## src/rtl/seq_mul_32_if.sv

```systemverilog
// Handshake and result bus between the control unit and the iterative multiplier.
interface seq_mul_32_if #(
   parameter int WIDTH = 32
);
   logic             start;
   logic [WIDTH-1:0] a;
   logic [WIDTH-1:0] b;
   logic             is_signed;
   logic             busy;
   logic             done;
   logic [WIDTH-1:0] prod_hi;
   logic [WIDTH-1:0] prod_lo;

   modport master (
      output start, a, b, is_signed,
      input  busy, done, prod_hi, prod_lo
   );

   modport slave (
      input  start, a, b, is_signed,
      output busy, done, prod_hi, prod_lo
   );
endinterface

```

## src/rtl/seq_mul_32.sv

```systemverilog
// Iterative shift-add multiplier, one partial-product bit per clock, WIDTH+1 edges to done.
// Optional two's-complement mode is compiled in with the SEQ_MUL_SIGNED_EN macro.
module seq_mul_32 #(
   parameter int WIDTH = 32,
   parameter int CNT_W = 6
) (
   input logic         clk,
   input logic         rst_n,
   seq_mul_32_if.slave mulBus
);

   typedef enum logic [1:0] {
      IDLE,
      RUN,
      DONE
   } state_t;

   state_t             r_state;
   logic [WIDTH-1:0]   r_mcand;
   logic [2*WIDTH:0]   r_acc;
   logic [CNT_W-1:0]   r_count;
   logic               r_busy;
   logic               r_done;
   logic [WIDTH-1:0]   r_prodHi;
   logic [WIDTH-1:0]   r_prodLo;

   logic [WIDTH:0]     w_sum;
   logic [2*WIDTH:0]   w_accNext;
   logic [WIDTH-1:0]   w_aIn;
   logic [WIDTH-1:0]   w_bIn;
   logic [2*WIDTH-1:0] w_product;

   // One iteration: conditionally add the multiplicand into the upper half, keeping the carry, then shift.
   always_comb begin
      w_sum = r_acc[2*WIDTH:WIDTH];
      if (r_acc[0]) begin
         w_sum = r_acc[2*WIDTH:WIDTH] + {1'b0, r_mcand};
      end
      w_accNext = {w_sum, r_acc[WIDTH-1:0]} >> 1;
   end

`ifdef SEQ_MUL_SIGNED_EN
   logic r_negate;
   logic w_negate;

   // Signed operands iterate as magnitudes; the most negative value keeps its bit pattern as an unsigned magnitude.
   always_comb begin
      w_aIn     = (mulBus.is_signed && mulBus.a[WIDTH-1]) ? -mulBus.a : mulBus.a;
      w_bIn     = (mulBus.is_signed && mulBus.b[WIDTH-1]) ? -mulBus.b : mulBus.b;
      w_negate  = mulBus.is_signed && (mulBus.a[WIDTH-1] ^ mulBus.b[WIDTH-1]);
      w_product = r_negate ? -w_accNext[2*WIDTH-1:0] : w_accNext[2*WIDTH-1:0];
   end
`else
   logic w_unusedSigned;

   assign w_unusedSigned = mulBus.is_signed;

   always_comb begin
      w_aIn     = mulBus.a;
      w_bIn     = mulBus.b;
      w_product = w_accNext[2*WIDTH-1:0];
   end
`endif

   // Control and datapath share one register block so busy/done/prod move together with the state.
   always_ff @(posedge clk or negedge rst_n) begin
      if (!rst_n) begin
         r_state  <= IDLE;
         r_mcand  <= '0;
         r_acc    <= '0;
         r_count  <= '0;
         r_busy   <= 1'b0;
         r_done   <= 1'b0;
         r_prodHi <= '0;
         r_prodLo <= '0;
`ifdef SEQ_MUL_SIGNED_EN
         r_negate <= 1'b0;
`endif
      end else begin
         case (r_state)
            IDLE: begin
               r_done <= 1'b0;
               if (mulBus.start) begin
                  r_mcand  <= w_aIn;
                  r_acc    <= {{(WIDTH+1){1'b0}}, w_bIn};
                  r_count  <= '0;
                  r_busy   <= 1'b1;
                  r_state  <= RUN;
`ifdef SEQ_MUL_SIGNED_EN
                  r_negate <= w_negate;
`endif
               end
            end
            RUN: begin
               r_acc   <= w_accNext;
               r_count <= r_count + 1'b1;
               if (r_count == CNT_W'(WIDTH - 1)) begin
                  r_prodHi <= w_product[2*WIDTH-1:WIDTH];
                  r_prodLo <= w_product[WIDTH-1:0];
                  r_busy   <= 1'b0;
                  r_done   <= 1'b1;
                  r_state  <= DONE;
               end
            end
            DONE: begin
               r_done  <= 1'b0;
               r_state <= IDLE;
            end
            default: begin
               r_busy  <= 1'b0;
               r_done  <= 1'b0;
               r_state <= IDLE;
            end
         endcase
      end
   end

   assign mulBus.busy    = r_busy;
   assign mulBus.done    = r_done;
   assign mulBus.prod_hi = r_prodHi;
   assign mulBus.prod_lo = r_prodLo;

endmodule

```

## src/flat_wrapper.sv

```systemverilog
// flat-port wrapper written by rule: the top's interface ports become plain ports
module seq_mul_32_flat 
#(
   parameter int WIDTH = 32,
   parameter int CNT_W = 6
)
  (clk, rst_n, mulBus_start, mulBus_a, mulBus_b, mulBus_is_signed, mulBus_busy, mulBus_done, mulBus_prod_hi, mulBus_prod_lo);
  seq_mul_32_if #(.WIDTH(WIDTH)) mulBus_i ();
  input logic clk;
  input logic rst_n;
  input wire logic [$bits(mulBus_i.start)-1:0] mulBus_start;
  input wire logic [$bits(mulBus_i.a)-1:0] mulBus_a;
  input wire logic [$bits(mulBus_i.b)-1:0] mulBus_b;
  input wire logic [$bits(mulBus_i.is_signed)-1:0] mulBus_is_signed;
  output wire logic [$bits(mulBus_i.busy)-1:0] mulBus_busy;
  output wire logic [$bits(mulBus_i.done)-1:0] mulBus_done;
  output wire logic [$bits(mulBus_i.prod_hi)-1:0] mulBus_prod_hi;
  output wire logic [$bits(mulBus_i.prod_lo)-1:0] mulBus_prod_lo;
  assign mulBus_i.start = mulBus_start;
  assign mulBus_i.a = mulBus_a;
  assign mulBus_i.b = mulBus_b;
  assign mulBus_i.is_signed = mulBus_is_signed;
  assign mulBus_busy = mulBus_i.busy;
  assign mulBus_done = mulBus_i.done;
  assign mulBus_prod_hi = mulBus_i.prod_hi;
  assign mulBus_prod_lo = mulBus_i.prod_lo;
  seq_mul_32 #(.WIDTH(WIDTH), .CNT_W(CNT_W)) u_core (.clk(clk), .rst_n(rst_n), .mulBus(mulBus_i));
endmodule
```

## config.mk

```make
export PLATFORM = sky130hd
export DESIGN_NAME = seq_mul_32_flat
export DESIGN_NICKNAME = d
export VERILOG_FILES = /design/src/rtl/seq_mul_32_if.sv /design/src/rtl/seq_mul_32.sv /design/src/flat_wrapper.sv
export SDC_FILE = /design/constraint.sdc
export NUM_CORES = 1
export LEC_CHECK = 0
export CAP_MARGIN = 30
export CORE_MARGIN = 2
export CORE_UTILIZATION = 34
export DETAILED_ROUTE_END_ITERATION = 10
export REMOVE_ABC_BUFFERS = 1
export SLEW_MARGIN = 20
export SYNTH_ARGS = -nofsm -noshare
export SYNTH_HDL_FRONTEND = slang
export SYNTH_SLANG_ARGS = --single-unit
```

## constraint.sdc

```tcl
create_clock -name clk -period 5.5 [get_ports clk]
set_input_delay 0.825 -clock clk [delete_from_list [all_inputs] [get_ports clk]]
set_output_delay 0.825 -clock clk [all_outputs]
set_load 0.02 [all_outputs]
```

## After elaboration in Yosys (flattened, before gate mapping)

Cells that the tools add are included.

| storage, ports and cells | value |
|---|---|
| input bits | 68 |
| logic and storage cells | 36 |
| register bits after elaboration | 171 |

| operators by class | value |
|---|---|
| mux-type cells | 13 |
| reduce and logical (&&, ||, !) cells | 7 |
| add/subtract/negate cells | 2 |
| bitwise gates (word level) | 1 |
| equality and inequality tests | 5 |

Operator list:

| cell | count |
|---|---|
| $pmux W65 S2 | 1 |
| $mux W65 | 1 |
| $add A33 B32 Y33 | 1 |
| $mux W33 | 1 |
| $pmux W6 S2 | 1 |
| $reduce_and A2 Y1 | 4 |
| $add A6 B1 Y6 const B | 1 |
| $eq A6 B5 Y1 const B | 1 |
| $mux W6 | 1 |
| $mux W1 | 4 |
| $mux W2 | 2 |
| $pmux W2 S2 | 1 |
| $pmux W1 S3 | 1 |
| $reduce_and A3 Y1 | 1 |
| $eq A2 B1 Y1 const B | 1 |
| $eq A2 B2 Y1 const B | 1 |
| $logic_not A2 Y1 | 1 |
| $ne A2 B1 Y1 const B | 1 |
| $ne A2 B2 Y1 const B | 1 |
| $reduce_bool A2 Y1 | 1 |
| $not A1 Y1 | 1 |

## Depth between registers and ports, before layout

| depth | value |
|---|---|
| depth after elaboration | 3 |
| gate-level depth with buffers | 10 |

## Worst setup path after synthesis

Ideal clock, no wire load.

| path | value |
|---|---|
| path kind | reg2reg |
| start point | reg u_core.r_acc[32] |
| end point | reg u_core.r_acc[59] |
| period minus slack after synthesis | 2.748 ns |
| stages on the path, launching flop included | 11 |
| slack | 2.752 ns |
| arrival time | 2.628 ns |
| library setup time | 0.120 ns |
| path through | dfrtp_1 -> ha_1 -> fa_1 -> a21o_2 -> a31oi_1 -> o31a_2 -> o221ai_4 -> a221oi_2 -> o41ai_2 -> xor2_1 -> a31o_1 |

| on the way | value |
|---|---|
| cells in the longest elaborated chain, start to end | 3 |

RTL lines:

| item | line | RTL |
|---|---|---|
| start, declared | seq_mul_32.sv:20 | `logic [2*WIDTH:0] r_acc;` |
| start signal, assigned | seq_mul_32.sv:85 | `r_acc <= {{(WIDTH+1){1'b0}}, w_bIn};` |
| start signal, assigned | seq_mul_32.sv:95 | `r_acc <= w_accNext;` |
| $add A33 B32 Y33 | seq_mul_32.sv:37 | `w_sum = r_acc[2*WIDTH:WIDTH] + {1'b0, r_mcand};` |
| $mux W33 | seq_mul_32.sv:36 | `if (r_acc[0]) begin` |
| $pmux W65 S2 | seq_mul_32.sv:80 | `case (r_state)` |

Every way passes these cells.
A chain may end at the register's enable or synchronous reset.

## Worst setup path in the final report

| path | value |
|---|---|
| start point | reg u_core.r_count[0] |
| end point | reg u_core.r_prodHi[26], in the netlist u_core.mulBus.prod_hi[26] |

| on the way | value |
|---|---|
| cells in the longest elaborated chain, start to end | 2 |

RTL lines:

| item | line | RTL |
|---|---|---|
| start, declared | seq_mul_32.sv:21 | `logic [CNT_W-1:0] r_count;` |
| start signal, assigned | seq_mul_32.sv:96 | `r_count <= r_count + 1'b1;` |
| $eq A6 B5 Y1 | seq_mul_32.sv:97 | `if (r_count == CNT_W'(WIDTH - 1)) begin` |
| $reduce_and A2 Y1 (no source line) | -- |  |
| end signal, assigned | seq_mul_32.sv:98 | `r_prodHi <= w_product[2*WIDTH-1:WIDTH];` |
| end, declared | seq_mul_32.sv:24 | `logic [WIDTH-1:0] r_prodHi;` |

Every way passes these cells.

==> results.sh <==
export IMPL_cp_start_kind="register"
export IMPL_diodes=0
export IMPL_dpl_cell_area_um2=10500
export IMPL_cts_buffers=17
export IMPL_rsz0062_at_grt="false"
export IMPL_ant_nets=0
export IMPL_seq_area_frac_synth_pct=47.5
export IMPL_status="finished, final reports clean"
export IMPL_hold_viol=0
export IMPL_cp_required_ns=5.81
export IMPL_rows=59
export IMPL_max_vdd_ir_drop_mv=0.278
export IMPL_synth_top_cell_area_share_pct=47.5
export IMPL_die_y_um=166
export IMPL_synthTopCellsByArea="dfrtp_1, nand2_1, o21ai_0"
export IMPL_synth_area_um2=8960
export IMPL_synth_area_per_cell_um2=9.49
export IMPL_grtUsageTotal_pct=17.4
export IMPL_clock_fmax_mhz=309
export IMPL_initial_core_util_pct=34.5
export IMPL_finClkSkew_ns=0.0128
export IMPL_root_buffer="clkbuf_16"
export IMPL_final_cell_mix="dfrtp_1, nand2_1, clkdlybuf4s50_1"
export IMPL_yosysTopAreaCell="dfrtp_1"
export IMPL_die_area_um2=27700
export IMPL_min_path_type="primary input to async pin"
export IMPL_post_dp_hpwl_um=15700
export IMPL_htreeDepth=4
export IMPL_met1_usage_pct=25.2
export IMPL_grt_util_met2_pct=27.1
export IMPL_arrival_ns=3.54
export IMPL_postLayoutCoreUtil_pct=42.8
export IMPL_drt_iter0_markers=624
export IMPL_hold_buffers=0
export IMPL_mostFrequentLayoutCell="dfrtp_1"
export IMPL_drc=0
export IMPL_cts_sinks=170
export IMPL_finalSetupTns_ns=0
export IMPL_yosys_cell_types_count=65
export IMPL_async_flop_share_pct=100
export IMPL_fin_area_um2=11100
export IMPL_clockBufferDepth=2
export IMPL_timing_final_ws_setup_ns=2.27
export IMPL_fin_crit_sh_pct=58.8
export IMPL_totalWireLength_um=23800
export IMPL_powerDensity_nw_per_um2=679
export IMPL_synth_edf_count=0
export IMPL_critPathKind="register to register"
export IMPL_busiest_layer="met2"
export IMPL_netlist_instances=945
export IMPL_maxSlewViolCount=0
export IMPL_ys_warnings_count=0
export IMPL_grt_ovfl_total=0
export IMPL_grt_pass1_wl_um=39200
export IMPL_num_vias=7383
export IMPL_finalWeightedCongestion=0.901
export IMPL_p_leak_nw=4.71
export IMPL_endpoint_kind="register"
export IMPL_nNetsFinal=1153
export IMPL_worstSkewPairLatency_ns=0.43
export IMPL_cts_tree="done"
export IMPL_finalSetupViolCount=0
export IMPL_area_growth_pct=23.9
export IMPL_grt_max_degree=85
export IMPL_port_buffers=132
export IMPL_synth_seq_cells=170
export IMPL_grt_pass1_vias=7225
export IMPL_synthFlopType="dfrtp_1"
export IMPL_layout_min_cycle_time_ns=3.23
export IMPL_antenna_found_initial=0
export IMPL_viasPerCell=5.28
export IMPL_post_cts_buffers=0
export IMPL_dp_slack_ns=2.24
export IMPL_num_io_pins=134
export IMPL_crit_fanout=79
export IMPL_fp_coreArea_um2=26000
export IMPL_drv_cap=0
export IMPL_wl_per_cell_um=17.0
export IMPL_layout_drive_gt1_share_pct=9.12
export IMPL_worst_pin_slew_ns=0.874
export IMPL_path_clk_slew_ns=0.08
export IMPL_post_cts_resized=0
export IMPL_die_x_um=166
export IMPL_met3_usage_pct=2.93
export IMPL_relSlewSlack_pct=41.7
export IMPL_firstDrtPassIters=5
registers in the layout, indices dropped and copies added, names as in the netlist:
register	cells
u_core.r_mcand	32
u_core.mulBus.done	1
u_core.mulBus.prod_hi	32
u_core.r_state	2
u_core.r_acc	64
u_core.mulBus.prod_lo	32
u_core.r_count	6
u_core.mulBus.busy	1
worst paths after layout:
| kind | startpoint | end | slack (ns) | depth (start not counted) |
|---|---|---|---|---|
| max in group asynchronous | rst_n | u_core.r_acc[0] | 3.89 | 2 |
| max | u_core.r_count[0] | u_core.mulBus.prod_hi[26] | 2.27 | 10 |
| min reg2reg | u_core.r_count[5] | u_core.r_count[5] | 0.48 | 1 |
| min in group clk | u_core.r_count[5] | u_core.r_count[5] | 0.48 | 1 |
| min | rst_n | u_core.mulBus.prod_lo[26] | 0.44 | 1 |
| max reg2reg | u_core.r_count[0] | u_core.mulBus.prod_hi[26] | 2.27 | 10 |
critical path, stage by stage, from the launching register on:
cell,delay (ns)
dfrtp_1,0.42
ha_1,0.26
nand4_1,0.11
nor2_1,0.10
nand2_2,0.08
buf_4,0.62
clkinv_1,0.51
buf_4,0.44
and3_1,0.26
a21oi_1,0.10
o21ai_0,0.10
per-stage QoR:
| stage | total power [W] | hold slack, ns | instances |
|---|---|---|---|
| finish | 0.00754 | 0.441 | 1399 |
| CTS | 0.00759 | 0.477 | 1399 |
| detailed placement | 0.00636 | 0.463 | 1367 |
| global route | 0.00815 | 0.507 | 1399 |
| global placement | 0.00627 | 0.459 | 1366 |
| floorplan | 0.00500 | 0.443 | 887 |
cells in the mapped netlist (all sizes together) (3+ instances only):
master / instances
ha: 33
and3: 8
a21o: 12
nor3: 10
o21a: 6
nand2b: 3
nand2: 166
nor2b: 37
xor2: 8
mux2i: 20
clkbuf: 49
dfrtp: 170
a22o: 5
inv: 7
nand3: 13
a22oi: 34
o22ai: 3
a21oi: 81
o21ai: 111
buf: 8
or3: 6
o21bai: 3
a32oi: 3
mux2: 38
nand4: 10
a31oi: 7
nor2: 42
xnor2: 16
kinds of logic (layout without fill, tap and decap cells):
| family | Yosys count | after routing | synth area share (%) |
|---|---|---|---|
| XOR/XNOR | 24 | 24 | 2.34 |
| flip-flops | 170 | 170 | 47.5 |
| adder cells (fa/ha/maj) | 34 | 34 | 4.83 |
| buffers and inverters | 66 | 185 | 3.73 |
| multiplexers | 58 | 58 | 7.01 |
| AO/OA/AOI/OAI | 288 | 288 | 19.3 |
| AND/OR/NAND/NOR | 305 | 305 | 15.3 |
where the power goes:
part | leakage (nW) | switching, W | internal, W
sequential | 1.97 | 0.000450 | 0.00186
combinational | 2.46 | 0.00227 | 0.00177
clock | 0.283 | 0.000582 | 0.000606
total | 4.71 | 0.00330 | 0.00424
cell type report:
cell class,instances,area (um^2)
clock buffer,17,425
clock inverter,15,149
fill,2554,14900
inverter,8,30.0
multi-input combinational,709,4400
sequential,170,4260
tap,335,419
timing repair buffer,145,1430
metal layers:
metal	vias to the layer above	part of all wire [%]
met1	3592	49
met5	-	0
met3	21	4.2
met4	0	1.2
met2	208	45
li1	3562	-
(Power assumes the default switching activity.)
